`src/rtl/hp_arb_pkg.sv`:
```
// rtl/hp_arb_pkg.sv - shared types, constants and helpers for the headphone output arbiter
package hp_arb_pkg;

  localparam int SAMPLE_W = 24;
  localparam int STAT_W   = 16;

  localparam logic CH_LEFT  = 1'b0;
  localparam logic CH_RIGHT = 1'b1;

  typedef logic [SAMPLE_W-1:0] sample_t;

  typedef struct packed {
    sample_t l;
    sample_t r;
  } frame_t;

  typedef enum logic [1:0] {
    IDLE   = 2'd0,
    EMIT_L = 2'd1,
    EMIT_R = 2'd2
  } out_state_t;

  typedef enum logic {
    EXP_L = 1'b0,
    EXP_R = 1'b1
  } asm_state_t;

  // Saturating add of a 0..2 increment to a statistics counter.
  function automatic logic [STAT_W-1:0] sat_add(input logic [STAT_W-1:0] cnt,
                                                input logic [1:0]        inc);
    logic [STAT_W:0] sum;
    sum = {1'b0, cnt} + {{(STAT_W-1){1'b0}}, inc};
    return sum[STAT_W] ? {STAT_W{1'b1}} : sum[STAT_W-1:0];
  endfunction

endpackage

```
`src/rtl/stereo_frame_assembler.sv`:
```
// rtl/stereo_frame_assembler.sv - pairs L/R beats of one source into stereo frames
module stereo_frame_assembler
  import hp_arb_pkg::*;
(
  input  logic    clk,
  input  logic    rst,
  input  sample_t data,
  input  logic    channel,
  input  logic    valid,
  output frame_t  frame,
  output logic    frame_done,
  output logic    seq_err
);

  asm_state_t state_q, state_next;
  sample_t    l_q;

  // An L beat is captured in either state; in EXP_R it replaces the stale L.
  always_ff @(posedge clk or posedge rst) begin
    if (rst) begin
      state_q <= EXP_L;
      l_q     <= '0;
    end else begin
      state_q <= state_next;
      if (valid && channel == CH_LEFT) l_q <= data;
    end
  end

  always_comb begin
    state_next = state_q;
    frame_done = 1'b0;
    seq_err    = 1'b0;
    if (valid) begin
      case (state_q)
        EXP_L: begin
          if (channel == CH_LEFT) state_next = EXP_R;
          else                    seq_err    = 1'b1;
        end
        EXP_R: begin
          if (channel == CH_RIGHT) begin
            frame_done = 1'b1;
            state_next = EXP_L;
          end else begin
            seq_err = 1'b1;
          end
        end
        default: state_next = EXP_L;
      endcase
    end
  end

  assign frame = {l_q, data};

endmodule

```
`src/rtl/headphone_out_arbiter.sv`:
```
// rtl/headphone_out_arbiter.sv - frame-aligned A/B arbiter for the headphone sink; HP_ARB_STATS_EN adds drop/sequence-error counters
module headphone_out_arbiter
  import hp_arb_pkg::*;
#(
  parameter int DATA_W         = SAMPLE_W,
  parameter int TIMEOUT_CYCLES = 4096
) (
  input  logic              audio_fabric_system_clk_clk,
  input  logic              subsystem_reset_reset,
  input  logic [DATA_W-1:0] src_a_data,
  input  logic              src_a_channel,
  input  logic              src_a_valid,
  input  logic [DATA_W-1:0] src_b_data,
  input  logic              src_b_channel,
  input  logic              src_b_valid,
  input  logic              sel_b,
  output logic [DATA_W-1:0] to_headphone_out_data,
  output logic              to_headphone_out_channel,
  output logic              to_headphone_out_valid,
  output logic              active_src,
  output logic              src_timeout
`ifdef HP_ARB_STATS_EN
  ,
  output logic [STAT_W-1:0] drop_count,
  output logic [STAT_W-1:0] seq_err_count
`endif
);

  localparam int CNT_W = $clog2(TIMEOUT_CYCLES);
  localparam logic [CNT_W-1:0] RELOAD = CNT_W'(TIMEOUT_CYCLES - 1);

  if (DATA_W != SAMPLE_W) begin : g_width_check
    $error("DATA_W must equal hp_arb_pkg::SAMPLE_W");
  end

  logic clk, rst;
  assign clk = audio_fabric_system_clk_clk;
  assign rst = subsystem_reset_reset;

  frame_t a_frame, b_frame, grant_frame, hold_q;
  logic   a_done, b_done, a_err, b_err;
  logic   grant_done, drop_done, overrun, fire, load, do_switch, full_q;
  sample_t    emit_r_q;
  out_state_t state_q, state_next;
  logic [CNT_W-1:0] cnt_q;
  logic [DATA_W-1:0] data_next;
  logic              ch_next, valid_next;

  stereo_frame_assembler u_asm_a (
    .clk(clk), .rst(rst), .data(src_a_data), .channel(src_a_channel), .valid(src_a_valid),
    .frame(a_frame), .frame_done(a_done), .seq_err(a_err)
  );

  stereo_frame_assembler u_asm_b (
    .clk(clk), .rst(rst), .data(src_b_data), .channel(src_b_channel), .valid(src_b_valid),
    .frame(b_frame), .frame_done(b_done), .seq_err(b_err)
  );

  assign grant_done  = active_src ? b_done : a_done;
  assign grant_frame = active_src ? b_frame : a_frame;
  assign drop_done   = active_src ? a_done : b_done;
  // A frame landing while IDLE copies out the old one is not an overrun.
  assign overrun     = grant_done && full_q && !load;
  assign fire        = (cnt_q == '0) && !full_q && !grant_done;

  always_comb begin
    state_next = state_q;
    load       = 1'b0;
    do_switch  = 1'b0;
    valid_next = 1'b0;
    ch_next    = to_headphone_out_channel;
    data_next  = to_headphone_out_data;
    case (state_q)
      IDLE: begin
        if (full_q) begin
          load       = 1'b1;
          state_next = EMIT_L;
          valid_next = 1'b1;
          ch_next    = CH_LEFT;
          data_next  = hold_q.l;
        end else if (sel_b != active_src) begin
          do_switch = 1'b1;
        end
      end
      EMIT_L: begin
        state_next = EMIT_R;
        valid_next = 1'b1;
        ch_next    = CH_RIGHT;
        data_next  = emit_r_q;
      end
      EMIT_R:  state_next = IDLE;
      default: state_next = IDLE;
    endcase
  end

  always_ff @(posedge clk or posedge rst) begin
    if (rst) begin
      state_q                  <= IDLE;
      full_q                   <= 1'b0;
      hold_q                   <= '0;
      emit_r_q                 <= '0;
      cnt_q                    <= RELOAD;
      active_src               <= 1'b0;
      src_timeout              <= 1'b0;
      to_headphone_out_data    <= '0;
      to_headphone_out_channel <= 1'b0;
      to_headphone_out_valid   <= 1'b0;
    end else begin
      state_q                  <= state_next;
      to_headphone_out_data    <= data_next;
      to_headphone_out_channel <= ch_next;
      to_headphone_out_valid   <= valid_next;
      if (load) emit_r_q <= hold_q.r;
      if (do_switch) active_src <= sel_b;

      // A new frame (real or silence) takes priority over clearing on copy-out.
      if (grant_done) begin
        hold_q <= grant_frame;
        full_q <= 1'b1;
      end else if (fire) begin
        hold_q <= '0;
        full_q <= 1'b1;
      end else if (load) begin
        full_q <= 1'b0;
      end

      if (grant_done)      src_timeout <= 1'b0;
      else if (fire)       src_timeout <= 1'b1;

      if (grant_done || do_switch || fire) cnt_q <= RELOAD;
      else if (cnt_q != '0)                cnt_q <= cnt_q - CNT_W'(1);
    end
  end

`ifdef HP_ARB_STATS_EN
  always_ff @(posedge clk or posedge rst) begin
    if (rst) begin
      drop_count    <= '0;
      seq_err_count <= '0;
    end else begin
      drop_count    <= sat_add(drop_count, {1'b0, drop_done} + {1'b0, overrun});
      seq_err_count <= sat_add(seq_err_count, {1'b0, a_err} + {1'b0, b_err});
    end
  end
`else
  logic unused_stats;
  assign unused_stats = ^{a_err, b_err, drop_done, overrun};
`endif

endmodule

```
`config.mk`:
```
export PLATFORM = sky130hd
export DESIGN_NAME = headphone_out_arbiter
export DESIGN_NICKNAME = d
export VERILOG_FILES = /design/src/rtl/hp_arb_pkg.sv /design/src/rtl/stereo_frame_assembler.sv /design/src/rtl/headphone_out_arbiter.sv
export SDC_FILE = /design/constraint.sdc
export NUM_CORES = 1
export LEC_CHECK = 0
export ABC_CLOCK_PERIOD_IN_PS = 6800
export BUFFER_PORTS_ARGS = -buffer_cell sky130_fd_sc_hd__buf_2
export CELL_PAD_IN_SITES_DETAIL_PLACEMENT = 0
export CELL_PAD_IN_SITES_GLOBAL_PLACEMENT = 2
export CORE_MARGIN = 2
export CORE_UTILIZATION = 39
export CTS_CLUSTER_SIZE = 20
export DETAILED_ROUTE_END_ITERATION = 16
export PLACE_DENSITY = 0.85
export REMOVE_ABC_BUFFERS = 1
export SYNTH_ARGS = -nofsm -noshare
export SYNTH_HDL_FRONTEND = slang
export SYNTH_SLANG_ARGS = --single-unit
export TNS_END_PERCENT = 5
```
`constraint.sdc`:
```
create_clock -name audio_fabric_system_clk_clk -period 6.8 [get_ports audio_fabric_system_clk_clk]
set_input_delay 1.02 -clock audio_fabric_system_clk_clk [delete_from_list [all_inputs] [get_ports audio_fabric_system_clk_clk]]
set_output_delay 1.02 -clock audio_fabric_system_clk_clk [all_outputs]
set_load 0.02 [all_outputs]
```
==> summary.md <==
| Metric | Value |
|---|---|
| Fin util | 46.54% |
| Total CTS buffers | 17 |
| Worst-path cell chain | buf_4 -> buf_2 |
| RSZ-0062 raised after global routing | false |
| Final critical-path share of the clock period | 43.25% |
| Pre-CTS setup slack | 3.496 ns |
| Flop pwr share | 45.7% |
| Post-Layout Cell Count | 880 |
| I/O Buffers | 82 |
| Design area | 0.008050 mm² |
| Post_cts resized | 0 |
| Die X-Extent | 137.2 µm |
| First-pass GRT wire length | 24790 µm |
| H-tree depth | 4 |
| Global routing usage on met3 | 3.519% |
| Mapped cell area | 0.006914 mm² |
| Most frequent cells in the layout | 152 x dfrtp_1, 124 x nand2_1, 82 x buf_2, 49 x mux2_2, 49 x mux2i_1 |
| # nets final | 700 |
| Cells after synthesis | 572 |
| Most used routing layer | met2 |
| Switch Pwr | 1.129 mW |
| Combinational Power Share | 28.8% |
| Slew of the pin with the lowest slew margin | 1.120 ns |
| Met1 Use GR | 23.00% |
| Clock Path Buffers | 2 |
| Vias/cell | 5.282 |
| Commonest non-fill, non-tap cell in the layout | dfrtp_1 |
| Seq/Total Area, Yosys | 59.93% |
| LEAKAGE | 3.813 nW |
| DP Wirelength | 9539 µm |
| Antenna Nets Post-Route | 0 |
| Layout Skew | 0.005527 ns |
| # Post-CTS Setup Buffers | 0 |
| CTS tree | done |
| Setup crit end kind | output pin |
| Peak supply drop | 0.0002057 V |
| Yosys reg bits | 165 |
| CP Launch Type | register |
| First-pass DRT Iterations | 4 |
| Max-cap viol count | 0 |
| DR WL/cell | 17.37 µm |
| Switching Share | 33.92% |
| Number of I/O pins | 83 |
| Status | finished clean |
| Post-placement cell area | 0.007535 mm² |
| Most used DFF post-synth | dfrtp_1 |
| Largest net degree at the start of global routing | 91 |
| GRT met2 Usage | 27.75% |
| Critical path required time | 5.78 ns |
| DRC Markers | 0 |
| Worst min-delay path class | reg2reg |
| Crit-path max cell delay | 0.69 ns |
| Async SR Flop Fraction | 100.0% |
| Root buf cell | clkbuf_16 |
| Ratio of cells with drive above 1 in the final layout | 29.16% |
| PwrDens | 413.5 mW/mm² |
| Endpoints failing hold | 0 |
| Routability cong. | 0.7469 |
| Clk sink count | 165 |
| ANT cells | 0 |
| Slew Limit Fails | 0 |
| Tmin final | 2.941 ns |
| CP bufs+invs | 2 |
| CP max FO | 29 |
| CP Class | reg2out |
| CTS clock-pin slew for the worst setup and hold paths | 0.06 ns |
| Post-Syn Area per Cell | 12.09 µm² |
| CTS Hold Bufs | 0 |
| Int Pwr | 2.200 mW |
| Setup total negative slack | 0 ns |
| Fmax | 340.0 MHz |
| Worst-skew pair later-pin latency | 0.42 ns |
| CORE AREA | 0.01730 mm² |
| Final setup margin | 3.859 ns |
| Area Growth Syn to Fin | 16.43% |
| Crit path DAT | 1.92 ns |
| Total Wirelength | 15280 µm |
| Die H | 137.2 µm |
| Count of final setup violators | 0 |
| Clock share of power | 25.5% |
| Crit path max-delay family | buffers and inverters |
| Core Rows | 48 |
| GR Overflow Total | 0 |
| Full die area | 0.01881 mm² |
| GRT Resource Usage Total | 17.30% |
| Number of synthesis warnings | 0 |
| EDFF count, synth | 0 |
| Starting Density | 39.97% |
| Synth unique cells | 45 |
| Placed Cells | 849 |
| Initial antenna violation count | 0 |
| DRT iter0 DRCs | 233 |
| Crit-path slowest cell | dfrtp_4 |
| Vias | 4648 |
| Vias in the first global route | 4759 |
| Max_slew headroom | 25.27% |
[final cells by class]
class                   count  area (µm²)
clock inverters             4       22.52
inverters                   6       27.53
multi-input cells         367        2638
repair buffers             86       440.4
flip-flops and latches    165        4148
fillers                  1594        9246
well taps                 225       281.5
clock buffers              27       493.0
[sequential cells by signal, summed over array words and instances (netlist names), 2 cells and up]
name and flops:
cnt_q 12, u_asm_b.l_q 24, state_q 2, hold_q 48
to_headphone_out_data 24, emit_r_q 24, u_asm_a.l_q 24
[power by group through the flow]
stage          Clock (mW)  Sequential (mW)  Combinational (mW)
2_1_floorplan           0             1.59               0.601
3_3_place_gp            0             1.53               0.944
3_5_place_dp            0             1.54               0.976
4_1_cts             0.873             1.52               0.978
5_1_grt             0.909             1.56                1.07
6_report            0.848             1.52               0.958
[worst min-delay path, cell delays in order (launching register included)]
cell	delay, ns
dfrtp_1	0.34
nand2_1	0.05
nand2_1	0.05
[Yosys cell counts (all sizes together) (5+ instances only)]
master   number  area [µm²]
a22oi        21       157.7
buf           8       41.28
clkbuf       26       97.59
dfrtp       153        3829
dfstp        12       315.3
inv           5       18.77
mux2         49       551.8
mux2i        49       490.5
nand2       124       465.5
nand3        10       50.05
nor2          9       36.29
nor3          5       36.29
o2bb2ai      48       420.4
or3           6       37.54
or4           5       50.05
[per-layer routing]
metal	wire length (µm)	up-vias
met4	277	0
li1	-	2169
met5	0	-
met3	689	22
met2	7498	102
met1	6816	2355
[path summary, 6_finish.rpt]
| kind | endpoint | from | cells after the start | slack [ns] |
|---|---|---|---|---|
| worst min-delay path | emit_r_q[6] | hold_q[6] | 2 | 0.47 |
| worst max-delay path | active_src | active_src | 2 | 3.86 |
| worst min register to register | emit_r_q[6] | hold_q[6] | 2 | 0.47 |
| min in group asynchronous | u_asm_b.l_q[20] | subsystem_reset_reset | 2 | 0.75 |
| worst max register to register | to_headphone_out_data[6] | state_q[1] | 5 | 3.89 |
| max in group asynchronous | active_src | subsystem_reset_reset | 3 | 4.51 |
[kinds of logic after synthesis]
family / after synthesis / synth area share [%]
simple gates: 176 / 11.80
flops: 165 / 59.93
mux: 98 / 15.07
compound gates: 91 / 10.50
buf+inv: 40 / 2.334
fa+ha+maj: 2 / 0.3619
[per-stage QoR]
step	hold WS, ns	power [mW]
2_1_floorplan	0.4394	2.189
4_1_cts	0.4709	3.375
5_1_grt	0.4924	3.544
3_5_place_dp	0.4507	2.512
3_3_place_gp	0.4550	2.471
6_report	0.4665	3.329
No activity file was read; power rests on OpenSTA's default activity.
